**config.mk**
```make
export PLATFORM = sky130hd
export DESIGN_NAME = serial_sub_ctrl_flat
export DESIGN_NICKNAME = d
export VERILOG_FILES = /design/src/rtl/serial_sub_if.sv /design/src/rtl/serial_sub_ctrl.sv /design/src/flat_wrapper.sv
export SDC_FILE = /design/constraint.sdc
export NUM_CORES = 1
export LEC_CHECK = 0
export CAP_MARGIN = 10
export CORE_ASPECT_RATIO = 1.4
export CORE_MARGIN = 4
export CORE_UTILIZATION = 44
export CTS_CLUSTER_DIAMETER = 150
export DETAILED_ROUTE_END_ITERATION = 8
export PLACE_DENSITY = 0.75
export SLEW_MARGIN = 30
export SYNTH_ARGS = -nofsm -noshare
export SYNTH_HDL_FRONTEND = slang
export SYNTH_SLANG_ARGS = --single-unit
```
**constraint.sdc**
```tcl
create_clock -name clk -period 1.5 [get_ports clk]
set_clock_uncertainty 0.1 [all_clocks]
set_input_delay 0.15 -clock clk [delete_from_list [all_inputs] [get_ports clk]]
set_output_delay 0.15 -clock clk [all_outputs]
set_load 0.005 [all_outputs]
```
**src/rtl/serial_sub_if.sv**
```systemverilog
// serial_sub_if: request/result bundle for serial_sub_ctrl
//   master: drives start, a, b, bin; receives busy, done, diff, bout
//   slave : the controller side of the same signals
interface serial_sub_if #(
    parameter int WIDTH = 8
);
    logic             start;
    logic [WIDTH-1:0] a;
    logic [WIDTH-1:0] b;
    logic             bin;
    logic             busy;
    logic             done;
    logic [WIDTH-1:0] diff;
    logic             bout;
    modport master (output start, a, b, bin, input busy, done, diff, bout);
    modport slave  (input start, a, b, bin, output busy, done, diff, bout);
endinterface

```
**src/rtl/serial_sub_ctrl.sv**
```systemverilog
// serial_sub_ctrl: bit-serial a - b - bin using one external shared 1-bit full subtractor
//   clk, rst_n       : clock, asynchronous active-low reset
//   bus (slave)      : start/a/b/bin request, busy/done/diff/bout result
//   fs_a/fs_b/fs_bin : operand bit and borrow presented to the full subtractor
//   fs_diff/fs_bout  : full-subtractor results captured in RUN
//   SERIAL_SUB_SETTLE_EN: adds SETTLE_CYC wait cycles per bit before each capture
module serial_sub_ctrl #(
    parameter int WIDTH      = 8,
    parameter int SETTLE_CYC = 2
) (
    input  logic          clk,
    input  logic          rst_n,
    serial_sub_if.slave   bus,
    output logic          fs_a,
    output logic          fs_b,
    output logic          fs_bin,
    input  logic          fs_diff,
    input  logic          fs_bout
);
    localparam int IW = (WIDTH > 1) ? $clog2(WIDTH) : 1;

`ifdef SERIAL_SUB_SETTLE_EN
    typedef enum logic [1:0] {IDLE, RUN, DONE, SETTLE} state_t;
    localparam state_t FIRST = SETTLE;
    logic [3:0] cnt;
`else
    typedef enum logic [1:0] {IDLE, RUN, DONE} state_t;
    localparam state_t FIRST = RUN;
    // SETTLE_CYC has no effect without the settle phase
    logic [31:0] unused_settle;
    assign unused_settle = SETTLE_CYC;
`endif

    state_t           state, state_nx;
    logic [WIDTH-1:0] a_reg, b_reg, diff_reg;
    logic [IW-1:0]    idx;
    logic             borrow_reg, bout_reg, last;

    assign last = idx == IW'(WIDTH - 1);

    always_ff @(posedge clk or negedge rst_n) begin
        if (!rst_n) state <= IDLE;
        else        state <= state_nx;
    end

    always_comb begin
        state_nx = state;
        case (state)
            IDLE:    state_nx = bus.start ? FIRST : IDLE;
            RUN:     state_nx = last ? DONE : FIRST;
`ifdef SERIAL_SUB_SETTLE_EN
            SETTLE:  state_nx = (cnt == 4'(SETTLE_CYC - 1)) ? RUN : SETTLE;
`endif
            default: state_nx = IDLE;
        endcase
    end

    // fs_* come straight from registers so the shared subtractor sees clean inputs
    always_comb begin
        bus.busy = state != IDLE;
        bus.done = state == DONE;
        bus.diff = diff_reg;
        bus.bout = bout_reg;
        fs_a     = a_reg[idx];
        fs_b     = b_reg[idx];
        fs_bin   = borrow_reg;
    end

    always_ff @(posedge clk or negedge rst_n) begin
        if (!rst_n) begin
            a_reg      <= '0;
            b_reg      <= '0;
            borrow_reg <= 1'b0;
            idx        <= '0;
            diff_reg   <= '0;
            bout_reg   <= 1'b0;
        end else begin
            if (state == IDLE && bus.start) begin
                a_reg      <= bus.a;
                b_reg      <= bus.b;
                borrow_reg <= bus.bin;
                idx        <= '0;
            end
            if (state == RUN) begin
                diff_reg[idx] <= fs_diff;
                borrow_reg    <= fs_bout;
                if (last) bout_reg <= fs_bout;
                else      idx      <= idx + 1'b1;
            end
        end
    end

`ifdef SERIAL_SUB_SETTLE_EN
    // cnt restarts on every entry into SETTLE
    always_ff @(posedge clk or negedge rst_n) begin
        if (!rst_n) cnt <= '0;
        else        cnt <= (state == SETTLE) ? cnt + 4'd1 : 4'd0;
    end
`endif
endmodule

```
**src/flat_wrapper.sv**
```systemverilog
// flat-port wrapper written by rule: the top's interface ports become plain ports
module serial_sub_ctrl_flat 
#(
    parameter int WIDTH      = 8,
    parameter int SETTLE_CYC = 2
)
  (clk, rst_n, fs_a, fs_b, fs_bin, fs_diff, fs_bout, bus_start, bus_a, bus_b, bus_bin, bus_busy, bus_done, bus_diff, bus_bout);
  serial_sub_if #(.WIDTH(WIDTH)) bus_i ();
  input  logic clk;
  input  logic rst_n;
  output logic fs_a;
  output logic fs_b;
  output logic fs_bin;
  input  logic fs_diff;
  input  logic fs_bout;
  input wire logic [$bits(bus_i.start)-1:0] bus_start;
  input wire logic [$bits(bus_i.a)-1:0] bus_a;
  input wire logic [$bits(bus_i.b)-1:0] bus_b;
  input wire logic [$bits(bus_i.bin)-1:0] bus_bin;
  output wire logic [$bits(bus_i.busy)-1:0] bus_busy;
  output wire logic [$bits(bus_i.done)-1:0] bus_done;
  output wire logic [$bits(bus_i.diff)-1:0] bus_diff;
  output wire logic [$bits(bus_i.bout)-1:0] bus_bout;
  assign bus_i.start = bus_start;
  assign bus_i.a = bus_a;
  assign bus_i.b = bus_b;
  assign bus_i.bin = bus_bin;
  assign bus_busy = bus_i.busy;
  assign bus_done = bus_i.done;
  assign bus_diff = bus_i.diff;
  assign bus_bout = bus_i.bout;
  serial_sub_ctrl #(.WIDTH(WIDTH), .SETTLE_CYC(SETTLE_CYC)) u_core (.clk(clk), .rst_n(rst_n), .bus(bus_i), .fs_a(fs_a), .fs_b(fs_b), .fs_bin(fs_bin), .fs_diff(fs_diff), .fs_bout(fs_bout));
endmodule
```
Word level (Yosys, flattened, before mapping)
Cells that the tools add are included.
Widths: inputs -> output; s select.
{"block": "word_totals", "ff_bits": 31, "output_inout_bits": 14, "elab_cells": 34}
{"block": "classes", "add_sub_neg": 1, "magnitude_cmp": 2, "n_eq_ne": 3, "muxes": 15, "reduce_logical": 6}
{"operator": "$mux 3", "n": 3}
{"operator": "$bwmux 8", "n": 1}
{"operator": "$bmux 1 s3", "n": 2}
{"operator": "$mux 1", "n": 6}
{"operator": "$lt 3x4->1 const B", "n": 1}
{"operator": "$pmux 2 s2", "n": 1}
{"operator": "$reduce_bool 2->1", "n": 2}
{"operator": "$add 3x1->3 const B", "n": 1}
{"operator": "$demux 1 s3", "n": 1}
{"operator": "$eq 3x3->1 const B", "n": 1}
{"operator": "$ge 3x1->1 const B", "n": 1}
{"operator": "$eq 2x1->1 const B", "n": 1}
{"operator": "$eq 2x2->1 const B", "n": 1}
{"operator": "$logic_and 1x1->1", "n": 2}
{"operator": "$logic_not 2->1", "n": 1}
{"operator": "$mux 2", "n": 1}
{"operator": "$reduce_and 2->1", "n": 1}

Depth between registers and ports, before layout
Gate-level depths: netlist of run 1.
{"block": "depth", "depth_word": 5, "ltp_mapped": 5}

Worst setup path before layout of run 1
No wires, ideal clock.
{"block": "synth_path", "path_kind": "reg-to-reg", "start": "register u_core.state[1]", "end": "register u_core.a_reg[6]", "arrival_time_ns": 1.346, "t_required_ns": 1.275, "slack_ns": -0.071, "path_stages_with_launch": 6, "period_less_slack_ns": 1.571, "path_cell_list": "dfrtp_1 buf_6 or2_4 nor2_8 buf_8 mux2_2"}
{"block": "synth_between", "elab_chain_cells": 2}
{"element": "start: declaration", "line_no": "serial_sub_ctrl.sv:34", "rtl": "state_t state, state_nx;"}
{"element": "start signal: assignment", "line_no": "serial_sub_ctrl.sv:43", "rtl": "else state <= state_nx;"}
{"element": "$logic_not 2->1", "line_no": "serial_sub_ctrl.sv:78", "rtl": "if (state == IDLE && bus.start) begin"}
{"element": "$logic_and 1x1->1", "line_no": "serial_sub_ctrl.sv:78"}
{"element": "end signal: assignment", "line_no": "serial_sub_ctrl.sv:79", "rtl": "a_reg <= bus.a;"}
{"element": "end: declaration", "line_no": "serial_sub_ctrl.sv:35", "rtl": "logic [WIDTH-1:0] a_reg, b_reg, diff_reg;"}
Every way passes these cells.
A chain may end at the register's enable or synchronous reset.

Worst setup path in the final report of run 1
{"block": "layout_path", "start": "register u_core.idx[0]", "end": "output port fs_b"}
{"block": "layout_between", "elab_chain_cells": 2}
{"element": "start: declaration", "line_no": "serial_sub_ctrl.sv:36", "rtl": "logic [IW-1:0] idx;"}
{"element": "start signal: assignment", "line_no": "serial_sub_ctrl.sv:88", "rtl": "else idx <= idx + 1'b1;"}
{"element": "$bmux 1 s3", "line_no": "serial_sub_ctrl.sv:65", "rtl": "fs_b = b_reg[idx];"}
{"element": "$mux 1 (not written as such)", "line_no": "serial_sub_ctrl.sv:65"}
{"element": "end: declaration", "line_no": "flat_wrapper.sv:12", "rtl": "output logic fs_b;"}
Every way passes these cells. The select of a mux whose other input is x is not followed.

==> impl_metrics.json, run 1 <==
{
  "yosys_warnings": 0,
  "cts_hold_buf": 0,
  "cap_viol_max_count": 0,
  "diodes": 0,
  "start_kind": "register",
  "avgViaCountPerCell": 5.41,
  "cp_max_fo": 3,
  "area_delta_synth_final_pct": 51.7,
  "grt_pass1_vias": 1209,
  "postRouteWirelength_mm": 3.58,
  "vias": 1076,
  "core_um2": 3180,
  "layout-drive-gt1-share_pct": 48.1,
  "fin_nets": 186,
  "place_congestion": 0.767,
  "critPathRequiredTime_ns": 1.25,
  "place_hpwl_mm": 2.10,
  "reg2reg_from": "u_core.idx[0]",
  "grt_max_degree": 32,
  "die-area_um2": 4410,
  "cts_buffers": 5,
  "synth_edf_count": 0,
  "port_buffers": 35,
  "post-route-min-period_ns": 1.90,
  "end_kind": "output port",
  "final_cell_mix": "clkdlybuf4s50_1 (31), dfrtp_1 (29), mux2_4 (22)",
  "yosysTopAreaCellShare_pct": 51.8,
  "grt_pass1_wl_mm": 5.58,
  "drtAntennaViolNets": 0,
  "overflow": 0,
  "rsz0062_at_grt": "true",
  "final_cell_area_um2": 2270,
  "final_max_slew_viol_count": 0,
  "worst_ep_arrival_time_ns": 1.65,
  "tightest_slew_ns": 0.382,
  "avgSynthCellArea_um2": 14.5,
  "ios": 36,
  "status": "finished, violations left",
  "wl_per_cell_um": 18.0,
  "synth-seq-area-share_pct": 51.8,
  "min_path_type": "input pin to async pin",
  "antenna_found_initial": 0,
  "r2r_setup_slack_ns": -0.30,
  "layout_commonest_cell": "clkdlybuf4s50_1",
  "die_x_um": 57.3,
  "dieHeight_um": 77.0,
  "place_area_um2": 1910,
  "peakVddDrop_mv": 1.29,
  "netlist_area_um2": 1500,
  "slew_headroom_pct": 74.5,
  "hold_violations": 0,
  "syn_inst": 103,
  "synthArstFlopShare_pct": 100,
  "drc": 0,
  "fin_crit_sh_pct": 127,
  "setup_viol": 26,
  "reg2reg_to": "u_core.idx[2]",
  "drt_iter0_markers": 13,
  "rows": 24,
  "root_buffer": "clkbuf_8",
  "firstDrtPassIters": 4,
  "max-clock-path-buffers": 2,
  "pwr_density_cell_nw_per_um2": 2090,
  "start_util_pct": 47.1,
  "clock-sinks": 31,
  "synth_nets": 128,
  "tritoncts": "built",
  "power.leakage_nw": 1.01,
  "fmax_mhz": 526,
  "h-tree-depth": 2,
  "synthFlopType": "dfrtp_1",
  "grt_use_total_pct": 16.9,
  "synth_cell_type_count": 27,
  "reg2regPathDepth": 7,
  "synth_top_cell_by_area": "dfrtp_1",
  "finalWorstSetupSlack_ns": -0.400,
  "ys_ff_latch": 31,
  "violations": "negative setup slack",
  "clk_latency_ns": 0.28,
  "clkTransAtPathRegs_ns": 0.06,
  "synth.area.top_cells": "dfrtp_1 (52%), mux2_2 (20%), mux4_1 (5.3%), a22o_1 (2.9%), ha_1 (2.5%)",
  "hold_slack_ns": 0.163,
  "critPathKind": "register to output port"
}
synth_stat cells, types with 2 or more instances:
| cell | count |
|---|---|
| nand3b_1 | 3 |
| nor2_1 | 4 |
| a22o_1 | 5 |
| buf_2 | 2 |
| nor3_1 | 2 |
| mux2_1 | 2 |
| and3b_1 | 2 |
| buf_6 | 2 |
| nand2_1 | 3 |
| ha_1 | 3 |
| nor3b_1 | 2 |
| mux2_2 | 26 |
| dfrtp_1 | 31 |
| mux4_1 | 3 |
cell families after synthesis:
group,Yosys count,synth area share [%]
AO/OA/AOI/OAI,9,4.59
multiplexers,32,27.8
flip-flops,31,51.8
AND/OR/NAND/NOR,21,9.61
buffers and inverters,7,3.68
adder cells (fa/ha/maj),3,2.51
worst max path at each step:
stage | from | to | slack (ns) | cells past startpoint
floorplan | u_core.state[1] | u_core.a_reg[6] | -0.07 | 5
global placement | u_core.idx[0] | fs_b | -0.49 | 3
detailed placement | u_core.idx[0] | fs_b | -0.51 | 3
CTS | u_core.idx[0] | fs_b | -0.41 | 4
global route | u_core.idx[0] | fs_b | -0.45 | 4
finish | u_core.idx[0] | fs_b | -0.40 | 4
repair_timing:
| item | in CTS | in global routing |
|---|---|---|
| pin swaps | 4 | 7 |
| setup endpoints to repair | 34 | 34 |
| resized for setup | 43 | 13 |
| gates cloned | 1 | 0 |
| buffers inserted | 11 | 3 |
worst max-delay path, stage by stage, from the launching register on:
cell,delay (ns)
dfrtp_2,0.37
buf_6,0.11
mux4_2,0.48
mux2_4,0.29
buf_6,0.12
metrics by stage:
step           total power, W  TNS (ns)  setup WS, ns  utilization, %  cells
2_1_floorplan         0.00272    -0.685       -0.0706               -    103
3_3_place_gp          0.00342     -4.20        -0.490            60.0    180
3_5_place_dp          0.00349     -5.50        -0.506            60.0    180
4_1_cts               0.00457     -3.00        -0.412            70.0    197
5_1_grt               0.00501     -5.44        -0.448            71.4    199
6_report              0.00474     -3.87        -0.400            71.4    199
routing by layer:
layer | GRT usage (%) | up-vias | part of all wire [%]
li1 | - | 488 | -
met1 | 18.3 | 544 | 37
met2 | 27.8 | 32 | 53
met3 | 5.88 | 12 | 5.4
met4 | 10.4 | 0 | 4.1
met5 | 0 | - | 0
final cells by class:
cell class | count | area [um2]
Inverter | 1 | 3.75
Timing Repair Buffer | 57 | 569
Multi-Input combinational cell | 65 | 800
Fill cell | 233 | 911
Clock buffer | 6 | 72.6
Sequential cell | 31 | 778
Tap cell | 39 | 48.8
where the power goes:
part	leakage [nW]	switching (W)	total, W	internal [W]
combinational	0.606	0.000843	0.00259	0.00175
clock	0.0371	0.000279	0.000587	0.000308
sequential	0.367	0.000300	0.00156	0.00126
total	1.01	0.00142	0.00474	0.00332
Note: power is estimated with default switching activity, not from simulation.
==> run 2: changes to the inputs <==
--- a/config.mk
+++ b/config.mk
@@ -8,10 +8,10 @@
 export CAP_MARGIN = 10
 export CORE_ASPECT_RATIO = 1.4
 export CORE_MARGIN = 4
-export CORE_UTILIZATION = 44
+export CORE_UTILIZATION = 49
 export CTS_CLUSTER_DIAMETER = 150
 export DETAILED_ROUTE_END_ITERATION = 8
-export PLACE_DENSITY = 0.75
+export PLACE_DENSITY = 0.79
 export SLEW_MARGIN = 30
 export SYNTH_ARGS = -nofsm -noshare
 export SYNTH_HDL_FRONTEND = slang
==> constraint.sdc (replaced) <==
create_clock -name clk -period 2.12 [get_ports clk]
set_clock_uncertainty 0.1 [all_clocks]
set_input_delay 0.212 -clock clk [delete_from_list [all_inputs] [get_ports clk]]
set_output_delay 0.212 -clock clk [all_outputs]
set_load 0.005 [all_outputs]
==> run 2 against run 1 <==
Compared with the run above: the flow now finishes without violations; die area down 9.0%; hold slack better by 0.073 ns; highest routed layer unchanged; design area down 12%; total power down 39%; routed wire length down 22%; worst setup slack better by 0.47 ns; count of clock-buffer cells in the layout unchanged; cell count down 8.5%; combinational power down 51%; sequential share of layout area up 4.8 points; critical path depth unchanged; clock power down 7.0%.
==> impl_metrics.json, run 2 (synthesized netlist as in run 1, its figures left out) <==
{
  "total_power_w": 0.00290,
  "place_hpwl_mm": 2.13,
  "port_buffers": 35,
  "status": "finished, final reports clean",
  "die_x_um": 54.7,
  "fin_tns_setup_ns": 0,
  "start_kind": "register",
  "finalWorstSetupSlack_ns": 0.0712,
  "critPathLaunch": "u_core.idx[0]",
  "h-tree-depth": 2,
  "crit_cells": 4,
  "crit_family": "multiplexers",
  "clock-sinks": 31,
  "clk_latency_ns": 0.28,
  "fin_nets": 170,
  "vias": 963,
  "tightest_slew_ns": 0.396,
  "endpoint": "fs_a",
  "firstDrtPassIters": 4,
  "avgViaCountPerCell": 5.29,
  "cts_buffers": 5,
  "clkTransAtPathRegs_ns": 0.06,
  "layout-drive-gt1-share_pct": 30.3,
  "grt_use_total_pct": 16.4,
  "fill_cells": 231,
  "setup_viol": 0,
  "fin_crit_sh_pct": 96.6,
  "drt_iter0_markers": 20,
  "clkPwrFrac_pct": 18.9,
  "post-route-min-period_ns": 2.05,
  "reg2regPathDepth": 6,
  "fmax_mhz": 488,
  "final_cell_mix": "clkdlybuf4s50_1 (33), dfrtp_1 (30), mux2_2 (26)",
  "cap_viol_max_count": 0,
  "peakVddDrop_mv": 0.962,
  "cpMaxStageDelayCell": "mux4_2",
  "max-clock-path-buffers": 2,
  "p_sw_w": 0.000814,
  "reg2reg_to": "u_core.bus.bout",
  "rows": 23,
  "grt_max_degree": 32,
  "dp_slack_ns": 0.0426,
  "grt_pass1_vias": 1007,
  "antenna_found_initial": 0,
  "grt_pass1_wl_mm": 4.54,
  "critPathRequiredTime_ns": 1.81,
  "place_congestion": 0.736,
  "drc": 0,
  "postRouteWirelength_mm": 2.78,
  "core_um2": 2910,
  "cpPeakStageDelay_ns": 0.47,
  "root_buffer": "clkbuf_8",
  "layout_commonest_cell": "clkdlybuf4s50_1",
  "stdcell_count": 182,
  "ios": 36,
  "dieHeight_um": 73.4,
  "diodes": 0,
  "power.leakage_nw": 0.863,
  "area_delta_synth_final_pct": 32.9,
  "start_util_pct": 51.5,
  "die-area_um2": 4020,
  "post-route-util_pct": 68.5,
  "final_max_slew_viol_count": 0,
  "hold_violations": 0,
  "slew_headroom_pct": 73.6,
  "pwr_density_cell_nw_per_um2": 1450,
  "critPathKind": "register to output port",
  "power_frac_seq_pct": 37.8,
  "end_kind": "output port",
  "dp_cells": 173,
  "tritoncts": "built",
  "rsz0062_at_grt": "false",
  "min_path_type": "input pin to async pin",
  "drtAntennaViolNets": 0,
  "reg2reg_from": "u_core.idx[0]",
  "pwr-share-comb_pct": 43.4,
  "swShare_pct": 28.1,
  "overflow": 0,
  "wl_per_cell_um": 15.3,
  "cp_max_fo": 3,
  "worstPathCellList": "buf_4 > mux4_2 > mux2_2 > clkdlybuf4s15_1",
  "worst_ep_arrival_time_ns": 1.74,
  "critPathBufInv": 2,
  "r2r_setup_slack_ns": 0.30,
  "p_int_w": 0.00208
}
-- run 2: changes by cell type in the layout (fill, tap and decap cells not counted), moves of 4 or more --
cell	before	now
mux2_2	6	26
mux2_4	22	0
buf_4	15	5
buf_6	5	1
-- run 2: stage by stage --
stage / cell area, um2 / hold slack (ns)
floorplan: 1500 / -0.184
global placement: 1870 / 0.366
detailed placement: 1870 / 0.377
CTS: 1990 / 0.244
global route: 1990 / 0.256
finish: 1990 / 0.235
-- run 2: per-layer routing --
metal | global-route usage [%] | wire, um | share of wire [%]
met5 | 0 | 0 | 0
met4 | 5.82 | 38 | 1.4
met3 | 6.29 | 174 | 6.3
met2 | 28.3 | 1570 | 57
met1 | 17.4 | 994 | 36
-- run 2: power by group through the flow --
stage	logic [W]	registers (W)	clock network [W]
after floorplan	0.000850	0.00102	0
after global placement	0.00123	0.00110	0
after detailed placement	0.00126	0.00112	0
after CTS	0.00127	0.00111	0.000560
after global routing	0.00139	0.00114	0.000586
final	0.00126	0.00109	0.000546
-- run 2: area by class of cell --
class | count | area (um2) | share of cell area (%)
Clock inverter | 1 | 30.0 | 1.51
Tap cell | 37 | 46.3 | 2.33
Timing Repair Buffer | 41 | 394 | 19.8
Sequential cell | 31 | 777 | 39.0
Clock buffer | 6 | 72.6 | 3.65
Multi-Input combinational cell | 65 | 667 | 33.5
Inverter | 1 | 3.75 | 0.189
-- run 2: how the worst min path moves through the flow --
stage	cells past startpoint	slack, ns	to
floorplan	0	-0.18	u_core.a_reg[0]
global placement	2	0.37	u_core.fs_bin
detailed placement	1	0.38	u_core.b_reg[6]
CTS	2	0.24	u_core.b_reg[7]
global route	2	0.26	u_core.b_reg[7]
finish	2	0.24	u_core.idx[1]
-- run 2: what timing repair did --
item | CTS | global route
hold buffers | 0 | 0
endpoints found under the setup margin | 2 | 2
resized for setup | 5 | 2
buffers inserted | 1 | 1
cloned | 0 | 0
